$ cat config.mk
export PLATFORM = sky130hd
export DESIGN_NAME = egress_drain
export DESIGN_NICKNAME = d
export VERILOG_FILES = /design/src/rtl/egress_pkg.sv /design/src/rtl/egress_drain_rr_arbiter_4.sv /design/src/rtl/egress_drain.sv
export SDC_FILE = /design/constraint.sdc
export NUM_CORES = 1
export LEC_CHECK = 0
export BUFFER_PORTS_ARGS = -buffer_cell sky130_fd_sc_hd__buf_2
export CELL_PAD_IN_SITES_DETAIL_PLACEMENT = 1
export CELL_PAD_IN_SITES_GLOBAL_PLACEMENT = 2
export CORE_MARGIN = 10
export CORE_UTILIZATION = 36
export CTS_CLUSTER_DIAMETER = 60
export DETAILED_ROUTE_END_ITERATION = 6
export PLACE_DENSITY_LB_ADDON = 0.15
export REMOVE_ABC_BUFFERS = 1
export SETUP_SLACK_MARGIN = 0.5
export SKIP_CTS_REPAIR_TIMING = 1
export SLEW_MARGIN = 20
export SYNTH_ARGS = -nofsm -noshare
export SYNTH_HDL_FRONTEND = slang
export SYNTH_SLANG_ARGS = --single-unit
$ cat constraint.sdc
create_clock -name clk -period 4.21 [get_ports clk]
set_input_delay 0 -clock clk [delete_from_list [all_inputs] [get_ports clk]]
set_output_delay 0 -clock clk [all_outputs]
set_load 0.02 [all_outputs]
$ cat src/rtl/egress_pkg.sv
// egress_pkg: shared constants and FSM state type for the egress drain stage.
//   NUM_PORTS : number of blue FIFOs drained
//   DATA_W    : word width {class[11:10], dest[9:8], payload[7:0]}
//   CNT_W     : per-port delivered counter width
//   BUF_DEPTH : output buffer entries
package egress_pkg;

   localparam int unsigned NUM_PORTS = 4;
   localparam int unsigned DATA_W    = 12;
   localparam int unsigned CNT_W     = 5;
   localparam int unsigned BUF_DEPTH = 2;

   typedef enum logic [1:0] {
      IDLE  = 2'd0,
      RUN   = 2'd1,
      STALL = 2'd2,
      DRAIN = 2'd3
   } state_t;

endpackage

$ cat src/rtl/egress_drain_rr_arbiter_4.sv
// rr_arbiter_4: 4-way combinational arbiter for the egress drain stage.
//   request    in  4  eligible ports
//   last_grant in  2  last granted port (RR pointer)
//   enable     in  1  grant allowed this cycle
//   grant      out 4  one-hot grant, zero when disabled or no request
//   next_ptr   out 2  encoded grant; equals last_grant when nothing is granted
// Macro EGRESS_STRICT_PRIO_EN: lowest-numbered requester wins, last_grant
// only serves as the idle value of next_ptr.
module rr_arbiter_4
(
   input  logic [3:0] request,
   input  logic [1:0] last_grant,
   input  logic       enable,
   output logic [3:0] grant,
   output logic [1:0] next_ptr
);

   import egress_pkg::*;

`ifdef EGRESS_STRICT_PRIO_EN
   always_comb begin
      grant    = '0;
      next_ptr = last_grant;
      if (enable) begin
         for (int unsigned i = 0; i < NUM_PORTS; i++) begin
            if (request[i] && (grant == '0)) begin
               grant[i] = 1'b1;
               next_ptr = 2'(i);
            end
         end
      end
   end
`else
   logic [1:0] cand;

   // Scan last_grant+1 .. last_grant+4 (mod 4); the first hit wins.
   always_comb begin
      grant    = '0;
      next_ptr = last_grant;
      cand     = last_grant;
      if (enable) begin
         for (int unsigned k = 1; k <= NUM_PORTS; k++) begin
            cand = last_grant + 2'(k);
            if (request[cand] && (grant == '0)) begin
               grant[cand] = 1'b1;
               next_ptr    = cand;
            end
         end
      end
   end
`endif

endmodule

$ cat src/rtl/egress_drain.sv
// egress_drain: drains four blue FIFOs into one 12-bit valid/ready stream.
//   clk, reset          single clock, synchronous active-high reset
//   Enable              allows new pops
//   empty_azules[3:0]   FIFO empty flags (one cycle stale)
//   data_p0..data_p3    FIFO read data, valid the cycle after pop
//   pop_azules[3:0]     one-hot FIFO read enable
//   ready_in            sink accepts data_out
//   data_out/valid_out/port_out  head of the 2-entry output buffer
//   req, idx            counter read request / index
//   cnt_data, cnt_valid counter read response, one cycle after req
//   idle                high in IDLE state
// Macro EGRESS_STRICT_PRIO_EN selects strict priority (p0 highest) instead
// of round-robin; the RR pointer register is then absent.
module egress_drain #(
   parameter int unsigned DATA_W = 12,
   parameter int unsigned CNT_W  = 5
) (
   input  logic              clk,
   input  logic              reset,
   input  logic              Enable,
   input  logic [3:0]        empty_azules,
   input  logic [DATA_W-1:0] data_p0,
   input  logic [DATA_W-1:0] data_p1,
   input  logic [DATA_W-1:0] data_p2,
   input  logic [DATA_W-1:0] data_p3,
   output logic [3:0]        pop_azules,
   input  logic              ready_in,
   output logic [DATA_W-1:0] data_out,
   output logic              valid_out,
   output logic [1:0]        port_out,
   input  logic              req,
   input  logic [1:0]        idx,
   output logic [CNT_W-1:0]  cnt_data,
   output logic              cnt_valid,
   output logic              idle
);

   import egress_pkg::*;

   state_t            state, state_nx;
   logic [1:0]        occ;
   logic              inflight;
   logic [1:0]        inflight_port;
   logic [3:0]        last_pop;
   logic [DATA_W-1:0] buf_data [BUF_DEPTH];
   logic [1:0]        buf_port [BUF_DEPTH];
   logic [CNT_W-1:0]  cnt [NUM_PORTS];
   logic              deq, enq, pop_ok, tail_slot;
   logic [3:0]        eligible, grant;
   logic [1:0]        rr_ptr, next_ptr;
   logic [DATA_W-1:0] cap_data;

   assign deq       = valid_out & ready_in;
   assign enq       = inflight;
   assign eligible  = ~empty_azules & ~last_pop;
   // occ + inflight - deq < 2, rearranged to stay non-negative
   assign pop_ok    = (state == RUN) && Enable && !reset &&
                      (({1'b0, occ} + {2'b0, inflight}) < (3'd2 + {2'b0, deq}));
   // Tail slot of the shift FIFO after this cycle's dequeue
   assign tail_slot = !((occ == 2'd0) || ((occ == 2'd1) && deq));

   assign valid_out  = (occ != 2'd0);
   assign data_out   = buf_data[0];
   assign port_out   = buf_port[0];
   assign pop_azules = grant;
   assign idle       = (state == IDLE);

   rr_arbiter_4 u_arb (
      .request    (eligible),
      .last_grant (rr_ptr),
      .enable     (pop_ok),
      .grant      (grant),
      .next_ptr   (next_ptr)
   );

`ifdef EGRESS_STRICT_PRIO_EN
   assign rr_ptr = 2'd3;
`else
   always_ff @(posedge clk) begin
      if (reset)       rr_ptr <= 2'd3;
      else if (|grant) rr_ptr <= next_ptr;
   end
`endif

   always_comb begin
      case (inflight_port)
         2'd0:    cap_data = data_p0;
         2'd1:    cap_data = data_p1;
         2'd2:    cap_data = data_p2;
         default: cap_data = data_p3;
      endcase
   end

   always_ff @(posedge clk) begin
      if (reset) state <= IDLE;
      else       state <= state_nx;
   end

   always_comb begin
      state_nx = state;
      case (state)
         IDLE:  if (Enable && (empty_azules != 4'hF)) state_nx = RUN;
         RUN:   if (!Enable)                          state_nx = DRAIN;
                else if ((occ == 2'd2) && !ready_in)  state_nx = STALL;
         STALL: if (!Enable)                          state_nx = DRAIN;
                else if (ready_in)                    state_nx = RUN;
         DRAIN: if (Enable)                           state_nx = RUN;
                else if ((occ == 2'd0) && !inflight)  state_nx = IDLE;
         default:                                     state_nx = IDLE;
      endcase
   end

   always_ff @(posedge clk) begin
      if (reset) begin
         occ           <= '0;
         inflight      <= 1'b0;
         inflight_port <= '0;
         last_pop      <= '0;
         cnt_data      <= '0;
         cnt_valid     <= 1'b0;
         for (int unsigned i = 0; i < BUF_DEPTH; i++) begin
            buf_data[i] <= '0;
            buf_port[i] <= '0;
         end
         for (int unsigned i = 0; i < NUM_PORTS; i++) cnt[i] <= '0;
      end else begin
         inflight <= |grant;
         last_pop <= grant;
         if (|grant) inflight_port <= next_ptr;

         // Shift on dequeue; a same-cycle enqueue into slot 0 overrides it.
         if (deq) begin
            buf_data[0] <= buf_data[1];
            buf_port[0] <= buf_port[1];
         end
         if (enq) begin
            buf_data[tail_slot] <= cap_data;
            buf_port[tail_slot] <= inflight_port;
         end
         occ <= occ + {1'b0, enq} - {1'b0, deq};

         if (deq) cnt[buf_port[0]] <= cnt[buf_port[0]] + 1'b1;
         if (req) begin
            cnt_data  <= cnt[idx];
            cnt_valid <= 1'b1;
         end else begin
            cnt_valid <= 1'b0;
         end
      end
   end

endmodule

* Word level (Yosys, flattened, before mapping) *
Memory sizes are Yosys's and may differ from the RTL's. A register that Yosys moved wholly into a read port is not among the register bits.
Cells that the tools add are included.

word-level totals
  RAM bits = 48
  register bits after elaboration = 14
  memories kept = 3

memories
  name      words  width  rd ports  clocked after memory_dff  write ports  line                RTL
  buf_data  2      12     2         0                         2            egress_drain.sv:45  logic [DATA_W-1:0] buf_data [BUF_DEPTH];
  cnt       4      5      2         1                         4            egress_drain.sv:47  logic [CNT_W-1:0] cnt [NUM_PORTS];
  buf_port  2      2      2         0                         2            egress_drain.sv:46  logic [1:0] buf_port [BUF_DEPTH];

operators by class
  bitwise gates (word level) = 9
  add/subtract/negate cells = 8
  magnitude comparators = 9
  equality and inequality tests = 12
  muxes and demuxes = 58
  reductions and logical operators = 31

operators by type and width
  operator               count
  $pmux W12 S3           1
  $mux W4                8
  $mux W2                15
  $mux W12               2
  $mux W1                22
  $logic_and A1 B1 Y1    14
  $logic_not A4 Y1       3
  $lt A2 B3 Y1 const B   4
  $or A4 B4 Y4           3
  $reduce_or A12 Y1      1
  $bmux W1 S2            4
  $demux W1 S2           4
  $eq A2 B2 Y1 const B   4
  $ge A2 B1 Y1 const B   4
  $not A4 Y4             2
  $pmux W2 S4            1
  $eq A2 B1 Y1 const B   3
  $logic_not A2 Y1       3
  $ne A3 B3 Y1 const B   2
  $add A5 B1 Y5 const B  1
  $mux W5                1
  $reduce_or A5 Y1       1
  $add A2 B2 Y2 const B  2
  $and A4 B4 Y4          1
  17 further kinds       21

* Depth between registers and ports, before layout *
  depth after elaboration = 20
  mapped depth = 12
  mapped depth without buffers = 9

* Cells and area by module *
A second synthesis with hierarchy kept.

second synthesis, totals
  cells, all modules = 314
  area, all modules = 3893.7 um2

modules (own cells, without submodules)
  module        seq. area each (um2)  times used  cells an instance  area an instance (um2)
  egress_drain  1821.7                1           245                3280.6
  rr_arbiter_4  0.0                   1           69                 613.1

* Worst setup path after synthesis *
Ideal clock, no wire load.

  path kind = reg-to-reg
  start = register rr_ptr[0]
  end = register inflight_port[0]
  slack = 710 ps
  path buffers = 2
  cell stages (with the launch flop) = 12
  arrival time = 3369 ps
  library setup time = 131 ps
  cell sequence = dfxtp_1 > buf_2 > inv_2 > ha_1 > mux4_2 > o21ai_2 > nor2_1 > a31o_1 > buf_2 > o32ai_1 > nor4_4 > mux2i_1

between the ends
  longest elaborated chain between the ends = 20

ends and longest elaborated chain
  item                                                                line                             RTL
  start: declaration                                                  egress_drain.sv:50               logic [1:0] rr_ptr, next_ptr;
  start signal: assignment                                            egress_drain.sv:81               else if (|grant) rr_ptr <= next_ptr;
  $add A2 B1 Y2                                                       egress_drain_rr_arbiter_4.sv:43  cand = last_grant + 2'(k);
  $lt A2 B3 Y1 (implied by the code) or $ge A2 B1 Y1 (tied branches)  egress_drain_rr_arbiter_4.sv:45  grant[cand] = 1'b1;
  $logic_and A1 B1 Y1 (implied by the code)                           egress_drain_rr_arbiter_4.sv:45
  $mux W1 (implied by the code)                                       egress_drain_rr_arbiter_4.sv:45
  $demux W1 S2                                                        n/a
  $mux W4                                                             egress_drain_rr_arbiter_4.sv:44  if (request[cand] && (grant == '0)) begin
  $mux W4                                                             egress_drain_rr_arbiter_4.sv:41  if (enable) begin
  $logic_not A4 Y1                                                    egress_drain_rr_arbiter_4.sv:44
  [... 5 more ...]                                                    n/a
  $mux W4                                                             egress_drain_rr_arbiter_4.sv:44
  $mux W4                                                             egress_drain_rr_arbiter_4.sv:41
  $logic_not A4 Y1                                                    egress_drain_rr_arbiter_4.sv:44
  $logic_and A1 B1 Y1                                                 egress_drain_rr_arbiter_4.sv:44
  $mux W4 *                                                           egress_drain_rr_arbiter_4.sv:44
  $mux W4 *                                                           egress_drain_rr_arbiter_4.sv:41
  named net pop_azules[3]                                             egress_drain.sv:26               output logic [3:0] pop_azules,
  $reduce_or A4 Y1 *                                                  egress_drain.sv:129              if (|grant) inflight_port <= next_ptr;
  end signal: assignment                                              egress_drain.sv:129
  end: declaration                                                    egress_drain.sv:43               logic [1:0] inflight_port;

Mark *: on every way through the listed nets, which the timed path passes. The rest lies on a longest branch. The select of a mux whose other input is x is not followed.
A chain may end at the register's enable or synchronous reset.

* Worst setup path in the final report *
  start = register rr_ptr[1]
  end = register rr_ptr[1]

between the ends
  longest elaborated chain between the ends = 20

ends and longest elaborated chain
  item                                                                line
  $add A2 B1 Y2                                                       egress_drain_rr_arbiter_4.sv:43
  $lt A2 B3 Y1 (implied by the code) or $ge A2 B1 Y1 (tied branches)  egress_drain_rr_arbiter_4.sv:45
  $logic_and A1 B1 Y1 (implied by the code)                           egress_drain_rr_arbiter_4.sv:45
  $mux W1 (implied by the code)                                       egress_drain_rr_arbiter_4.sv:45
  $demux W1 S2                                                        n/a
  $mux W4                                                             egress_drain_rr_arbiter_4.sv:44
  $mux W4                                                             egress_drain_rr_arbiter_4.sv:41
  $logic_not A4 Y1                                                    egress_drain_rr_arbiter_4.sv:44
  [... 4 more ...]                                                    n/a
  $logic_and A1 B1 Y1                                                 egress_drain_rr_arbiter_4.sv:44
  $mux W4                                                             egress_drain_rr_arbiter_4.sv:44
  $mux W4                                                             egress_drain_rr_arbiter_4.sv:41
  $logic_not A4 Y1                                                    egress_drain_rr_arbiter_4.sv:44
  $logic_and A1 B1 Y1                                                 egress_drain_rr_arbiter_4.sv:44
  $mux W4                                                             egress_drain_rr_arbiter_4.sv:44
  $mux W4                                                             egress_drain_rr_arbiter_4.sv:41
  $reduce_or A4 Y1                                                    egress_drain.sv:81

Several ways; a longest one is shown, not always the timed one. The select of a mux whose other input is x is not followed.

==> flow_metrics.env <==
export IMPL_vias=3066
export IMPL_synth_area_um2=3980
export IMPL_numCtsBuffers=9
export IMPL_fillers=1181
export IMPL_cp_num_buf_inv=1
export IMPL_regToRegStartpoint="rr_ptr[1]$_SDFFE_PP1P_"
export IMPL_synthAdderAreaFrac=0.0409
export IMPL_path_clk_slew_ns=0.07
export IMPL_min_path_cells=2
export IMPL_critPathLaunchType="flip-flop"
export IMPL_gr_total_overflow=0
export IMPL_cap_violations=0
export IMPL_place_gp_congestion=0.794
export IMPL_endpoint_kind="flip-flop"
export IMPL_slew_violations=0
export IMPL_ios=85
export IMPL_criticalPathCategory="flip-flop to flip-flop"
export IMPL_die_area_um2=15700
export IMPL_synth_top_flop_cell="edfxtp_1"
export IMPL_clkSinkCount=67
export IMPL_rows=38
export IMPL_synth_top_cell_area_share=0.362
export IMPL_drc=0
export IMPL_p_int_uw=1330
export IMPL_final_seq_area_um2=1820
export IMPL_grt_pass1_wl_um=17500
export IMPL_via_per_inst=5.47
export IMPL_yosys_warnings=0
export IMPL_max_stage_delay_ns=0.53
export IMPL_avgRoutedWirePerCell_um=19.3
export IMPL_crit_family="compound AO/OA/AOI/OAI gates"
export IMPL_ys_types=55
export IMPL_hold_class="input port to flip-flop"
export IMPL_layout_nets=489
export IMPL_outcome="finished clean"
export IMPL_slowest_stage="dfxtp_1"
export IMPL_antenna_found_initial=0
export IMPL_max_vdd_ir_drop_v=0.000188
export IMPL_tightest_slew_ns=1.01
export IMPL_first_iter_violations=145
export IMPL_place_ws_ns=0.696
export IMPL_switching_power_uw=599
export IMPL_crit_required_ns=4.47
export IMPL_tns_ns=0
export IMPL_leakage_uw=0.00197
export IMPL_synthMuxAreaShare=0.173
export IMPL_cp_data_arrival_time_ns=3.77
export IMPL_synth_top_family_by_area="multiplexers"
export IMPL_ys_ff_latch=67
export IMPL_syn_to_final_growth_pct=19.5
export IMPL_sequentialPowerShare=0.439
export IMPL_clkPwrFrac=0.296
export IMPL_switching_share=0.311
export IMPL_setup_violations=0
export IMPL_dp_hpwl_um=8230
export IMPL_dr_pass1_iters=5
export IMPL_h_tree_depth=3
export IMPL_fp_dieH_um=125
export IMPL_skew_ns=0.0115
export IMPL_hp_start="reset"
export IMPL_fp_coreArea_um2=10800
export IMPL_clock_fmax_mhz=285
export IMPL_syn_area_per_cell_um2=11.7
export IMPL_portBuffers=84
export IMPL_wirelength_um=10800
export IMPL_maxSlewHeadroom=0.327
export IMPL_clk_latency_ns=0.34
export IMPL_grt_pass1_vias=3351
export IMPL_diodes=0
export IMPL_yosys_area_share_xor_xnor=0.0132
export IMPL_r2r_slack_ns=0.70
export IMPL_drive_above_1_share=0.337
export IMPL_whs_endpoint="state[0]$_SDFFE_PP0P_"
export IMPL_start_util=0.367
export IMPL_cts_max_path_buffers=2
export IMPL_synth_simple_area_share=0.139
export IMPL_synth_compound_area_share=0.143
export IMPL_synth_edf_count=48
export IMPL_finalHoldViolCount=0
export IMPL_netlist_instances=339
export IMPL_powerDensity_nw_per_um2=405
export IMPL_yosys_top_cells_area="edfxtp_1 36%, mux4_2 15%, dfxtp_1 9.6%, ha_1 4.1%, nor2_1 4.1%"
export IMPL_r2r_cells=9
export IMPL_die_w_um=125
export IMPL_grt_use_total=0.138
export IMPL_fin_crit_ns=3.51
export IMPL_path_cells="inv_1 -> ha_1 -> mux4_2 -> o221a_2 -> or2_1 -> o211ai_2 -> o32ai_2 -> nor4_4 -> mux2i_1"
export IMPL_cts_root_buf="clkbuf_8"
export IMPL_fin_ws_ns=0.700
export IMPL_cts_tree="done"
export IMPL_yosysTopAreaCell="edfxtp_1"
export IMPL_async_reset_ff_frac=0
export IMPL_comb_power_share=0.265
export IMPL_worst_r2r_endpoint="rr_ptr[1]$_SDFFE_PP1P_"
export IMPL_finalCritPeriodShare=0.834
export IMPL_cp_max_fo=10
export IMPL_ant_nets=0
export IMPL_synth_seq_area_share=0.458
export IMPL_multi_input_area_um2=2050
export IMPL_rsz0062_at_grt="true"
export IMPL_grt_max_degree=17
## power groups by stage
stage / Sequential, uW / Combinational [uW] / Clock [uW]
floorplan: 877 / 319 / 0
global placement: 860 / 507 / 0
detailed placement: 863 / 511 / 0
CTS: 850 / 514 / 591
global route: 860 / 567 / 619
finish: 846 / 511 / 572
## cell families after synthesis
group | Yosys count
buf+inv | 35
fa+ha+maj | 13
compound gates | 71
mux | 35
simple gates | 112
xor+xnor | 6
flops | 67
## stage by stage
step / cell area [um^2] / hold WS, ns / total power, uW / util / std cells
floorplan: 3900 / 0.0691 / 1200 / - / 317
global placement: 4520 / 0.353 / 1370 / 0.417 / 545
detailed placement: 4520 / 0.357 / 1370 / 0.417 / 545
CTS: 4730 / -0.00592 / 1950 / 0.436 / 560
global route: 4760 / 0.0372 / 2050 / 0.439 / 561
finish: 4760 / 0.0288 / 1930 / 0.439 / 561
## registers in the layout, indices dropped and copies added (netlist names)
register and count:
buf_data 24, buf_port 4, cnt 20, cnt_data 5, cnt_valid 1, enq 1, inflight_port 2, last_pop 4
occ 2, rr_ptr 2, state 2
## cell usage after synthesis (8+ instances only)
cell	number
edfxtp_1	48
nor2_1	43
mux4_2	27
clkbuf_1	20
nand2_1	20
dfxtp_1	19
and2_1	16
a22o_1	15
ha_1	13
inv_1	12
a21oi_1	9
o21ai_0	9
mux2i_1	8
## area by class of cell
cell class / count / share of cell area
sequential: 67 / 0.383
multi-input combinational: 237 / 0.430
inverter: 13 / 0.0103
timing repair buffer: 89 / 0.0968
tap: 140 / 0.0368
clock inverter: 6 / 0.0171
clock buffer: 9 / 0.0260
## per-layer routing
| layer | wire (um) | global-route usage | part of all wire | vias up |
|---|---|---|---|---|
| li1 | - | - | - | 1452 |
| met1 | 4440 | 0.157 | 0.41 | 1532 |
| met2 | 5550 | 0.241 | 0.51 | 70 |
| met3 | 691 | 0.0401 | 0.064 | 12 |
| met4 | 121 | 0.0481 | 0.011 | 0 |
| met5 | 0 | 0 | 0 | - |
## layout by cell type, fill, tap and decap left out, drive strengths merged, types with 6 or more instances in the layout
cell type and instances:
mux4 27, dfxtp 19, and2 16, or2 6
a22o 15, nand2 20, nor2 43, inv 13
buf 88, a21oi 9, clkbuf 9, mux2i 8
o32ai 6, o21ai 11, ha 13, edfxtp 48
## how the worst max path moves through the flow
| stage | slack, ns | end | startpoint | cells after the start |
|---|---|---|---|---|
| after floorplan | 0.69 | inflight_port[0]$_SDFFE_PP0P_ | rr_ptr[0]$_SDFFE_PP1P_ | 9 |
| after global placement | 0.77 | rr_ptr[0]$_SDFFE_PP1P_ | rr_ptr[1]$_SDFFE_PP1P_ | 9 |
| after detailed placement | 0.70 | rr_ptr[1]$_SDFFE_PP1P_ | rr_ptr[1]$_SDFFE_PP1P_ | 9 |
| after CTS | 0.56 | pop_azules[3] | rr_ptr[1]$_SDFFE_PP1P_ | 8 |
| after global routing | 0.47 | pop_azules[3] | rr_ptr[1]$_SDFFE_PP1P_ | 9 |
| final | 0.70 | rr_ptr[1]$_SDFFE_PP1P_ | rr_ptr[1]$_SDFFE_PP1P_ | 9 |
No activity file was read; power rests on OpenSTA's default activity.
